### src/rtl/adder_part_sched.sv
// Round-robin scheduler sharing one approximate adder slice among NREQ requesters.
// Optional error monitor enabled by defining ADDER_ERRMON_EN.
module adder_part_sched #(
    parameter int NREQ  = 4,
    parameter int IN_W  = 11,
    parameter int OUT_W = 7,
    parameter int IDW   = 2
) (
    input  logic                 clk,
    input  logic                 rst,
    input  logic [NREQ-1:0]      req_valid,
    input  logic [NREQ*IN_W-1:0] req_data,
    output logic [NREQ-1:0]      req_ready,
    output logic                 rsp_valid,
    input  logic                 rsp_ready,
    output logic [OUT_W-1:0]     rsp_data,
    output logic [IDW-1:0]       rsp_id,
    output logic [IN_W-1:0]      dp_in,
    input  logic [OUT_W-1:0]     dp_out,
`ifdef ADDER_ERRMON_EN
    input  logic                 err_clr,
    output logic [15:0]          err_cnt,
    output logic [OUT_W-1:0]     err_max,
`endif
    output logic                 busy
);

    localparam int OPW = (IN_W - 1) / 2;

    logic             s1_v_q, s1_v_d;
    logic             s2_v_q, s2_v_d;
    logic [IDW-1:0]   rr_ptr_q, rr_ptr_d;
    logic [IN_W-1:0]  dp_in_q, dp_in_d;
    logic [IDW-1:0]   id1_q, id1_d;
    logic [OUT_W-1:0] rsp_data_q, rsp_data_d;
    logic [IDW-1:0]   rsp_id_q, rsp_id_d;

    logic             adv1, adv2;
    logic             win_found;
    logic [IDW-1:0]   win_id;
    logic             accept;

    assign adv2 = ~s2_v_q | rsp_ready;
    assign adv1 = ~s1_v_q | adv2;

    // Scan from rr_ptr upward, wrapping at NREQ
    always_comb begin
        win_found = 1'b0;
        win_id    = '0;
        for (int k = 0; k < NREQ; k++) begin
            int idx;
            idx = int'(rr_ptr_q) + k;
            if (idx >= NREQ) idx = idx - NREQ;
            if (!win_found && req_valid[idx]) begin
                win_found = 1'b1;
                win_id    = IDW'(idx);
            end
        end
    end

    assign accept = win_found & adv1 & ~rst;

    always_comb begin
        req_ready = '0;
        if (accept) req_ready[win_id] = 1'b1;
    end

    always_comb begin
        s1_v_d     = s1_v_q;
        s2_v_d     = s2_v_q;
        rr_ptr_d   = rr_ptr_q;
        dp_in_d    = dp_in_q;
        id1_d      = id1_q;
        rsp_data_d = rsp_data_q;
        rsp_id_d   = rsp_id_q;
        if (accept) begin
            dp_in_d  = req_data[win_id*IN_W +: IN_W];
            id1_d    = win_id;
            s1_v_d   = 1'b1;
            rr_ptr_d = (win_id == IDW'(NREQ - 1)) ? '0 : win_id + 1'b1;
        end else if (adv1) begin
            s1_v_d = 1'b0;
        end
        if (adv2) begin
            s2_v_d = s1_v_q;
            if (s1_v_q) begin
                rsp_data_d = dp_out;
                rsp_id_d   = id1_q;
            end
        end
    end

    always_ff @(posedge clk) begin
        if (rst) begin
            s1_v_q     <= 1'b0;
            s2_v_q     <= 1'b0;
            rr_ptr_q   <= '0;
            dp_in_q    <= '0;
            id1_q      <= '0;
            rsp_data_q <= '0;
            rsp_id_q   <= '0;
        end else begin
            s1_v_q     <= s1_v_d;
            s2_v_q     <= s2_v_d;
            rr_ptr_q   <= rr_ptr_d;
            dp_in_q    <= dp_in_d;
            id1_q      <= id1_d;
            rsp_data_q <= rsp_data_d;
            rsp_id_q   <= rsp_id_d;
        end
    end

    assign rsp_valid = s2_v_q;
    assign rsp_data  = rsp_data_q;
    assign rsp_id    = rsp_id_q;
    assign dp_in     = dp_in_q;
    assign busy      = s1_v_q | s2_v_q;

`ifdef ADDER_ERRMON_EN
    logic [15:0]      err_cnt_q, err_cnt_d;
    logic [OUT_W-1:0] err_max_q, err_max_d;
    logic [OPW:0]     sum;
    logic [OUT_W-1:0] exact;
    logic [OUT_W-1:0] diff;

    // Reference sum of the operands currently driving the slice
    always_comb begin
        sum   = {1'b0, dp_in_q[2*OPW -: OPW]} + {1'b0, dp_in_q[OPW -: OPW]}
              + {{OPW{1'b0}}, dp_in_q[0]};
        exact = OUT_W'(sum);
        diff  = (dp_out >= exact) ? dp_out - exact : exact - dp_out;
    end

    always_comb begin
        err_cnt_d = err_cnt_q;
        err_max_d = err_max_q;
        if (err_clr) begin
            err_cnt_d = '0;
            err_max_d = '0;
        end else if (adv2 && s1_v_q && dp_out != exact) begin
            if (err_cnt_q != 16'hFFFF) err_cnt_d = err_cnt_q + 16'd1;
            if (diff > err_max_q) err_max_d = diff;
        end
    end

    always_ff @(posedge clk) begin
        if (rst) begin
            err_cnt_q <= '0;
            err_max_q <= '0;
        end else begin
            err_cnt_q <= err_cnt_d;
            err_max_q <= err_max_d;
        end
    end

    assign err_cnt = err_cnt_q;
    assign err_max = err_max_q;
`endif

endmodule

### config.mk
export PLATFORM = sky130hd
export DESIGN_NAME = adder_part_sched
export DESIGN_NICKNAME = d
export VERILOG_FILES = /design/src/rtl/adder_part_sched.sv
export SDC_FILE = /design/constraint.sdc
export NUM_CORES = 1
export LEC_CHECK = 0
export ABC_AREA = 0
export CORE_UTILIZATION = 39
export DETAILED_ROUTE_END_ITERATION = 16
export GPL_ROUTABILITY_DRIVEN = 0
export GPL_TIMING_DRIVEN = 0
export PLACE_DENSITY = 0.85
export SLEW_MARGIN = 10
export SYNTH_ARGS = -nofsm -noshare
export SYNTH_HDL_FRONTEND = slang
export SYNTH_SLANG_ARGS = --single-unit
### constraint.sdc
create_clock -name clk -period 3.01 [get_ports clk]
set_clock_uncertainty 0.15 [all_clocks]
set_input_delay 0.602 -clock clk [delete_from_list [all_inputs] [get_ports clk]]
set_output_delay 0.602 -clock clk [all_outputs]
set_load 0.03 [all_outputs]
==> results of run 1 <==
==> cell usage after synthesis <==
library cell,count,area (µm²)
inv_1,2,7.51
o32ai_1,1,8.76
buf_12,2,40.0
o21ai_2,1,8.76
and2b_4,1,10.0
mux2i_1,33,330
inv_2,1,3.75
o221ai_1,11,96.3
or2_2,1,6.26
buf_6,1,11.3
dfxtp_1,26,521
nor2b_1,1,6.26
or2b_1,1,7.51
nand2_1,19,71.3
nor2_1,18,67.6
o21ai_1,1,5.00
o22a_1,1,8.76
and2_1,1,6.26
a21o_1,1,7.51
buf_2,4,20.0
clkbuf_1,1,3.75
ha_1,1,12.5
nand2b_1,2,12.5
nor4_2,1,12.5
a21oi_1,6,30.0
==> power groups by stage <==
stage | clock, mW | combinational (mW) | sequential (mW)
CTS | 0.145 | 0.560 | 0.438
global placement | 0 | 0.541 | 0.440
finish | 0.141 | 0.580 | 0.439
detailed placement | 0 | 0.551 | 0.444
floorplan | 0 | 0.243 | 0.525
global route | 0.162 | 0.616 | 0.447
==> sequential cells by signal (all words and copies together) (netlist names) <==
name and flops:
dp_in 11, id1_q 2, rr_ptr_q 2, rsp_data 7
rsp_id 2, rsp_valid 1, s1_v_q 1
==> path summary, 6_finish.rpt <==
kind	start	end	slack, ns	cells past startpoint
setup / recovery	req_valid[0]	req_ready[3]	0.15	9
hold / removal	id1_q[0]	id1_q[0]	0.32	2
setup reg to reg	rr_ptr_q[0]	dp_in[7]	1.10	8
hold reg to reg	id1_q[0]	id1_q[0]	0.32	2
==> cell families after synthesis <==
kind of cell | after synthesis
flip-flops | 26
AND/OR/NAND/NOR | 45
buffers and inverters | 11
AO/OA/AOI/OAI | 22
multiplexers | 33
adder cells (fa/ha/maj) | 1
==> metal layers <==
metal	track usage, %	up-vias
met1	21.9	639
met4	7.97	0
met2	40.6	51
met3	3.03	4
li1	-	679
met5	0	-
==> metrics by stage <==
| stage | total power [mW] | setup WS, ns | cells |
|---|---|---|---|
| floorplan | 0.768 | 0.483 | 138 |
| global placement | 0.981 | -0.557 | 265 |
| detailed placement | 0.994 | -0.618 | 265 |
| CTS | 1.14 | 0.00885 | 270 |
| global route | 1.23 | 0.0480 | 275 |
| finish | 1.16 | 0.151 | 275 |
==> area by class of cell <==
type	count	area (µm²)	area share, %
Multi-Input combinational cell	101	731	31.8
Buffer	8	87.6	3.81
Timing Repair Buffer	90	868	37.8
Inverter	3	11.3	0.490
Clock buffer	3	22.5	0.981
Tap cell	44	55.1	2.40
Sequential cell	26	520	22.7
==> what timing repair did <==
| action | CTS | global route |
|---|---|---|
| setup endpoints to repair | 4 | 4 |
| resized for setup | 29 | 4 |
| setup buffers | 2 | 5 |
| pin swaps | 1 | 1 |
==> worst max-delay path: stages <==
cell and delay [ns]:
dlygate4sd2_1 0.32, a21o_1 0.15, a21oi_1 0.06, o22a_1 0.23, buf_6 0.14, buf_12 0.14, ha_1 0.16, and2_1 0.14
buf_4 0.16
==> results.yml, run 1 <==
power_and_ir_drop:
  p_seq_share_pct: 37.8
  p_int_uw: 751
  swShare_pct: 35.2
  p_sw_uw: 409
  peakVddDrop_mv: 0.351
  combinationalPowerShare_pct: 50.0
  leakage_nw: 0.977
  p_clk_share_pct: 12.2
  p_per_area_nw_per_um2: 505
layout:
  syn_to_final_growth_pct: 74.6
  fillers: 249
  final_core_util_pct: 73.4
  final_cell_mix: "clkdlybuf4s50_1 (75), mux2i_1 (33), dfxtp_1 (26), nand2_1 (18), nor2_1 (18)"
  drive_above_1_share_pct: 12.6
  fin_nets: 292
  diodes: 0
  design_area_um2: 2300
  final_common_cell: "clkdlybuf4s50_1"
sta:
  whs_ns: 0.319
  final-max-slew-violation-count: 0
  final_hold_viol_count: 0
  tightest_slew_ns: 0.432
  grt_setup_unrepaired: "false"
  fin_crit_ns: 2.86
  fmax_mhz: 350
  setup_tns_ns: 0
  fin_crit_sh_pct: 95.0
  setup_viol: 0
  slew_headroom_pct: 71.2
routing:
  ant_nets: 0
  vias: 1373
  via_per_inst: 4.99
  wl_mm: 3.74
  drt-wirelength-per-cell_um: 13.6
  wl_met1_mm: 1.44
  top_layer: "met4"
  met3_length_um: 212
  drt_iter0_drc: 28
  drc: 0
  wl_met2_mm: 2.04
  dr.pass1.iters: 4
placement:
  dp_hpwl_mm: 2.92
  place_area_um2: 2200
  io_buffers: 83
clock_tree:
  cts.sinks: 26
  clkLatencyLatePin_ns: 0.31
  cts.htree.levels: 1
  cts_tree: "done"
  cts.path.max_buffers: 2
  cts_hold_buf: 0
  clk_pin_slew_worst_paths_ns: 0.14
  cts_made_buffers: 3
  cts-root-buf: "clkbuf_4"
logic_synthesis:
  synth_seq_area_share_pct: 39.6
  synthMuxAreaShare_pct: 25.1
  synth_seq_cells: 26
  ys_warn_count: 0
  synth_cell_types: 25
  syn_area_um2: 1320
  syn_inst: 138
  synth_top_family_by_area: "multiplexers"
  syn_nets: 197
  synth-compound-area-share_pct: 12.6
  yosys.area_share.simple_pct: 15.2
  synth-adder-area-share_pct: 0.951
  synth_xor_area_share_pct: 0
  synth_area_per_cell_um2: 9.53
worst_setup_path:
  worst_setup_path_start_kind: "primary input"
  path_max_fanout: 10
  cp.arrival_ns: 2.11
  required_ns: 2.26
  critical_path_class: "in2out"
  end_kind: "output pin"
floorplanning:
  die_y_um: 60.1
  start_util_pct: 42.0
  die_area_um2: 3610
  row_count: 20
  io_pins: 84
  die_width_um: 60.1
  core_area_um2: 3130
outcome:
  status: "finished clean"
grt:
  antenna_found_initial: 0
  grt_max_degree: 14
  overflow: 0
  grt_usage_pct: 20.8
  grt_pass1_vias: 1330
  grt_pass1_wl_mm: 5.55
job:
  cap_violations: 0
min_path:
  hold_class: "reg2reg"
No activity file was read; power rests on OpenSTA's default activity.
==> run 2, diff against run 1 <==
--- a/config.mk
+++ b/config.mk
@@ -10,7 +10,8 @@
 export DETAILED_ROUTE_END_ITERATION = 16
 export GPL_ROUTABILITY_DRIVEN = 0
 export GPL_TIMING_DRIVEN = 0
-export PLACE_DENSITY = 0.85
+export PLACE_DENSITY = 0.86
+export SETUP_SLACK_MARGIN = 0.1
 export SLEW_MARGIN = 10
 export SYNTH_ARGS = -nofsm -noshare
 export SYNTH_HDL_FRONTEND = slang
==> results.yml, run 2 (synthesis gave the netlist of run 1 again) <==
outcome:
  status: "finished clean"
routing:
  vias: 1400
  via_per_inst: 5.11
  drc: 0
  wl_mm: 4.11
  drt_iter0_drc: 13
  ant_nets: 0
  drt-wirelength-per-cell_um: 15.0
  dr.pass1.iters: 5
layout:
  multi_input_area_um2: 744
  design_area_um2: 2320
  drive_above_1_share_pct: 13.0
  final_common_cell: "clkdlybuf4s50_1"
  largest_reg_flops: 11
  final_cell_mix: "clkdlybuf4s50_1 (75), mux2i_1 (32), dfxtp_1 (25), nand2_1 (18), nor2_1 (18)"
  diodes: 0
  final_core_util_pct: 74.2
  register_area_um2: 522
  fin_nets: 290
  syn_to_final_growth_pct: 76.5
  fillers: 235
sta:
  fin_crit_sh_pct: 94.5
  fin_crit_ns: 2.84
  final_hold_viol_count: 0
  fmax_mhz: 352
  slew_headroom_pct: 72.8
  grt_setup_unrepaired: "false"
  tightest_slew_ns: 0.408
  setup_viol: 0
  final-max-slew-violation-count: 0
worst_setup_path:
  reg2reg_to: "dp_in[10]"
  end_kind: "output pin"
  cp.arrival_ns: 2.09
  worst_setup_path_start_kind: "primary input"
  path_max_fanout: 10
  r2r_cells: 8
  path_buf_inv: 4
  critical_path_class: "in2out"
  rrSetupSlack_ns: 1.03
  worst_path_dominant_cell_family: "buffers and inverters"
  cpPeakStageDelay_ns: 0.35
  critical_path.slowest_cell: "dlygate4sd2_1"
  r2r_start: "rr_ptr_q[1]"
  required_ns: 2.26
  crit_chain: "dlygate4sd2_1 -> a21o_1 -> a21oi_1 -> o22a_1 -> buf_6 -> buf_12 -> ha_1 -> and2_1 -> buf_4"
grt:
  grt_pass1_vias: 1459
  overflow: 0
  antenna_found_initial: 0
  grt_usage_pct: 23.7
  grt_pass1_wl_mm: 6.20
  grt_max_degree: 16
min_path:
  worstHoldStart: "id1_q[0]"
  hold_class: "reg2reg"
  whs_path_depth: 2
  min_to: "id1_q[0]"
floorplanning:
  row_count: 20
  die_y_um: 60.1
  io_pins: 84
  core_area_um2: 3130
  die_width_um: 60.1
  die_area_um2: 3610
  start_util_pct: 42.0
clock_tree:
  cts_made_buffers: 3
  clk_pin_slew_worst_paths_ns: 0.15
  cts.path.max_buffers: 2
  clkLatencyLatePin_ns: 0.33
  cts-root-buf: "clkbuf_4"
  cts.sinks: 26
  cts_tree: "done"
  cts.htree.levels: 1
power_and_ir_drop:
  p_clk_share_pct: 19.0
  p_seq_share_pct: 35.0
  p_int_uw: 836
  leakage_nw: 0.967
  combinationalPowerShare_pct: 46.0
  p_per_area_nw_per_um2: 547
  peakVddDrop_mv: 0.305
  swShare_pct: 34.1
  p_sw_uw: 432
job:
  cap_violations: 0
placement:
  place_area_um2: 2200
  io_buffers: 83
  dp_hpwl_mm: 3.18
run 2: worst reg2reg max path, stage by stage, from the launching register on:
cell and delay [ns]:
dfxtp_2 0.40, a21o_1 0.17, a21oi_1 0.14, o22a_1 0.16
buf_6 0.11, buf_4 0.19, buf_12 0.17, mux2i_1 0.23
o221ai_1 0.14
run 2: what timing repair did:
action	4_1_cts	5_1_grt
endpoints found under the setup margin	4	3
gates cloned	0	0
gates resized for setup	34	4
pin swaps	1	0
buffers inserted	4	1
hold buffers	0	0
run 2: routing by layer:
| layer | vias to the layer above | routed length (µm) | global-route usage [%] | share of wire (%) |
|---|---|---|---|---|
| met5 | - | 0 | 0 | 0 |
| met4 | 0 | 80 | 11.0 | 1.9 |
| met3 | 11 | 234 | 4.76 | 5.7 |
| met2 | 64 | 2190 | 46.2 | 53 |
| met1 | 646 | 1610 | 23.5 | 39 |
| li1 | 679 | - | - | - |
run 2: how the worst max path moves through the flow:
| stage | startpoint | cells after the start | endpoint |
|---|---|---|---|
| after floorplan | req_valid[0] | 7 | req_ready[2] |
| after global placement | req_valid[0] | 9 | req_ready[3] |
| after detailed placement | req_valid[1] | 9 | req_ready[3] |
| after CTS | rsp_ready | 8 | req_ready[1] |
| after global routing | req_valid[1] | 9 | req_ready[3] |
| final | req_valid[1] | 9 | req_ready[3] |
run 2: final cells by class:
cell class / instances / area share [%]
Timing Repair Buffer: 88 / 36.5
Multi-Input combinational cell: 101 / 32.1
Sequential cell: 26 / 22.5
Buffer: 8 / 3.77
Tap cell: 44 / 2.37
Clock inverter: 1 / 1.29
Clock buffer: 3 / 0.970
Inverter: 3 / 0.485
run 2: stage by stage:
stage	total power, mW	setup TNS, ns	setup slack [ns]	hold slack (ns)	std cells
floorplan	0.768	0	0.483	0.272	138
global placement	0.979	-2.14	-0.559	0.287	265
detailed placement	1.00	-2.25	-0.629	0.296	265
CTS	1.28	0	0.122	0.338	273
global route	1.33	0	0.104	0.353	274
finish	1.27	0	0.165	0.333	274
run 2: power by group through the flow:
stage               Combinational, mW  Clock (mW)  Sequential [mW]
detailed placement              0.555           0            0.445
floorplan                       0.243           0            0.525
finish                          0.583       0.242            0.444
global route                    0.620       0.261            0.451
global placement                0.539           0            0.440
CTS                             0.584       0.250            0.442
==> run 3, diff against run 2 <==
--- a/config.mk
+++ b/config.mk
@@ -6,11 +6,13 @@
 export NUM_CORES = 1
 export LEC_CHECK = 0
 export ABC_AREA = 0
-export CORE_UTILIZATION = 39
+export CORE_UTILIZATION = 40
+export CTS_BUF_LIST = sky130_fd_sc_hd__clkbuf_2 sky130_fd_sc_hd__clkbuf_4 sky130_fd_sc_hd__clkbuf_8
 export DETAILED_ROUTE_END_ITERATION = 16
 export GPL_ROUTABILITY_DRIVEN = 0
 export GPL_TIMING_DRIVEN = 0
-export PLACE_DENSITY = 0.86
+export PLACE_DENSITY = 0.88
+export RECOVER_POWER = 50
 export SETUP_SLACK_MARGIN = 0.1
 export SLEW_MARGIN = 10
 export SYNTH_ARGS = -nofsm -noshare
==> results.yml, run 3 (synthesis gave the netlist of run 1 again) <==
outcome:
  status: "finished clean"
power_and_ir_drop:
  combinationalPowerShare_pct: 49.5
  swShare_pct: 35.6
  p_clk_share_pct: 12.0
  p_int_uw: 739
  leakage_nw: 0.974
  p_seq_share_pct: 38.5
  peakVddDrop_mv: 0.297
  p_per_area_nw_per_um2: 504
  p_sw_uw: 409
worst_setup_path:
  worst_setup_path_start_kind: "primary input"
  worst_path_dominant_cell_family: "buffers and inverters"
  crit_end: "req_ready[2]"
  required_ns: 2.26
  critical_path.slowest_cell: "dlygate4sd3_1"
  worstSetupPathDepth: 6
  cpPeakStageDelay_ns: 0.61
  path_max_fanout: 6
  cp.arrival_ns: 2.09
  critical_path_class: "in2out"
  crit_start: "rst"
  reg2reg_to: "dp_in[1]"
  crit_chain: "dlygate4sd3_1 -> and2b_4 -> o21ai_2 -> buf_6 -> nor2_1 -> buf_2"
  path_buf_inv: 3
  r2r_cells: 8
  rrSetupSlack_ns: 1.00
  end_kind: "output pin"
  r2r_start: "rr_ptr_q[1]"
floorplanning:
  core_area_um2: 3080
  die_width_um: 59.3
  io_pins: 84
  start_util_pct: 42.7
  die_y_um: 59.3
  row_count: 20
  die_area_um2: 3520
grt:
  grt_pass1_wl_mm: 5.99
  antenna_found_initial: 0
  grt_usage_pct: 22.4
  grt_pass1_vias: 1384
  overflow: 0
  grt_max_degree: 14
routing:
  ant_nets: 0
  vias: 1363
  via_per_inst: 5.01
  wl_mm: 3.75
  drc: 0
  drt_iter0_drc: 43
  drt-wirelength-per-cell_um: 13.8
  dr.pass1.iters: 4
sta:
  slew_headroom_pct: 58.3
  setup_viol: 0
  setup_tns_ns: 0
  grt_setup_unrepaired: "false"
  final-max-slew-violation-count: 0
  final_hold_viol_count: 0
  whs_ns: 0.306
  fin_crit_sh_pct: 94.4
  fmax_mhz: 352
  tightest_slew_ns: 0.626
  fin_crit_ns: 2.84
clock_tree:
  cts.sinks: 26
  cts.path.max_buffers: 2
  cts.htree.levels: 1
  cts_tree: "done"
  clk_pin_slew_worst_paths_ns: 0.13
  clkLatencyLatePin_ns: 0.30
  cts-root-buf: "clkbuf_4"
  cts_made_buffers: 3
  cts_hold_buf: 0
layout:
  largest_reg_flops: 11
  syn_to_final_growth_pct: 73.4
  diodes: 0
  drive_above_1_share_pct: 11.4
  final_core_util_pct: 74.1
  fin_nets: 289
  final_common_cell: "clkdlybuf4s50_1"
  final_cell_mix: "clkdlybuf4s50_1 (64), mux2i_1 (32), dfxtp_1 (26), nand2_1 (18), nor2_1 (18)"
job:
  cap_violations: 0
placement:
  io_buffers: 83
  dp_hpwl_mm: 2.97
min_path:
  hold_class: "reg2reg"
-- run 3: changes by cell type in the layout (fill, tap and decap cells not counted), moves of 2 or more --
cell | before | now
clkdlybuf4s50_1 | 75 | 64
dlygate4sd3_1 | 0 | 11
buf_2 | 4 | 2
buf_4 | 7 | 5
clkbuf_1 | 1 | 3
-- run 3: area by class of cell --
class | instances | area, µm²
Tap cell | 44 | 55.1
Timing Repair Buffer | 87 | 845
Fill cell | 246 | 798
Multi-Input combinational cell | 101 | 741
Clock buffer | 3 | 22.5
Inverter | 3 | 11.3
Sequential cell | 26 | 520
Buffer | 8 | 85.1
-- run 3: per-layer routing --
layer	vias to the layer above	global-route usage [%]	wire length [µm]
li1	672	-	-
met1	633	25.4	1500
met2	54	42.2	1960
met3	4	3.28	249
met4	0	7.48	42
met5	-	0	0
-- run 3: how the worst min path moves through the flow --
stage	slack, ns	cells after the start	startpoint	end
2_1_floorplan	0.27	2	id1_q[0]	id1_q[0]
3_3_place_gp	0.28	2	id1_q[0]	id1_q[0]
3_5_place_dp	0.29	2	id1_q[0]	id1_q[0]
4_1_cts	0.31	2	id1_q[0]	id1_q[0]
5_1_grt	0.33	2	id1_q[0]	id1_q[0]
6_report	0.31	2	id1_q[0]	id1_q[0]
-- run 3: through the flow --
stage | instance area (µm²) | instances | power [mW] | worst slack, ns
2_1_floorplan | 1320 | 138 | 0.768 | 0.483
3_3_place_gp | 2200 | 265 | 0.980 | -0.552
3_5_place_dp | 2200 | 265 | 0.996 | -0.617
4_1_cts | 2250 | 272 | 1.15 | 0.0894
5_1_grt | 2280 | 272 | 1.22 | 0.0877
6_report | 2280 | 272 | 1.15 | 0.168
-- run 3: repair_timing --
action	4_1_cts	5_1_grt
gates cloned	0	0
pin swaps	1	0
endpoints found under the setup margin	4	4
resized for setup	30	6
buffers inserted	4	0
-- run 3: power groups by stage --
stage	clock, mW	combinational, mW	sequential [mW]
after detailed placement	0	0.552	0.445
after CTS	0.145	0.570	0.438
after global placement	0	0.540	0.440
final	0.138	0.569	0.441
after global routing	0.162	0.605	0.450
after floorplan	0	0.243	0.525
-- run 3: worst reg2reg max path, stage by stage, from the launching register on --
cell	delay, ns
dfxtp_1	0.42
a21o_1	0.21
a21oi_2	0.15
o22a_1	0.16
buf_6	0.11
buf_4	0.20
buf_12	0.17
mux2i_1	0.20
o221ai_1	0.14
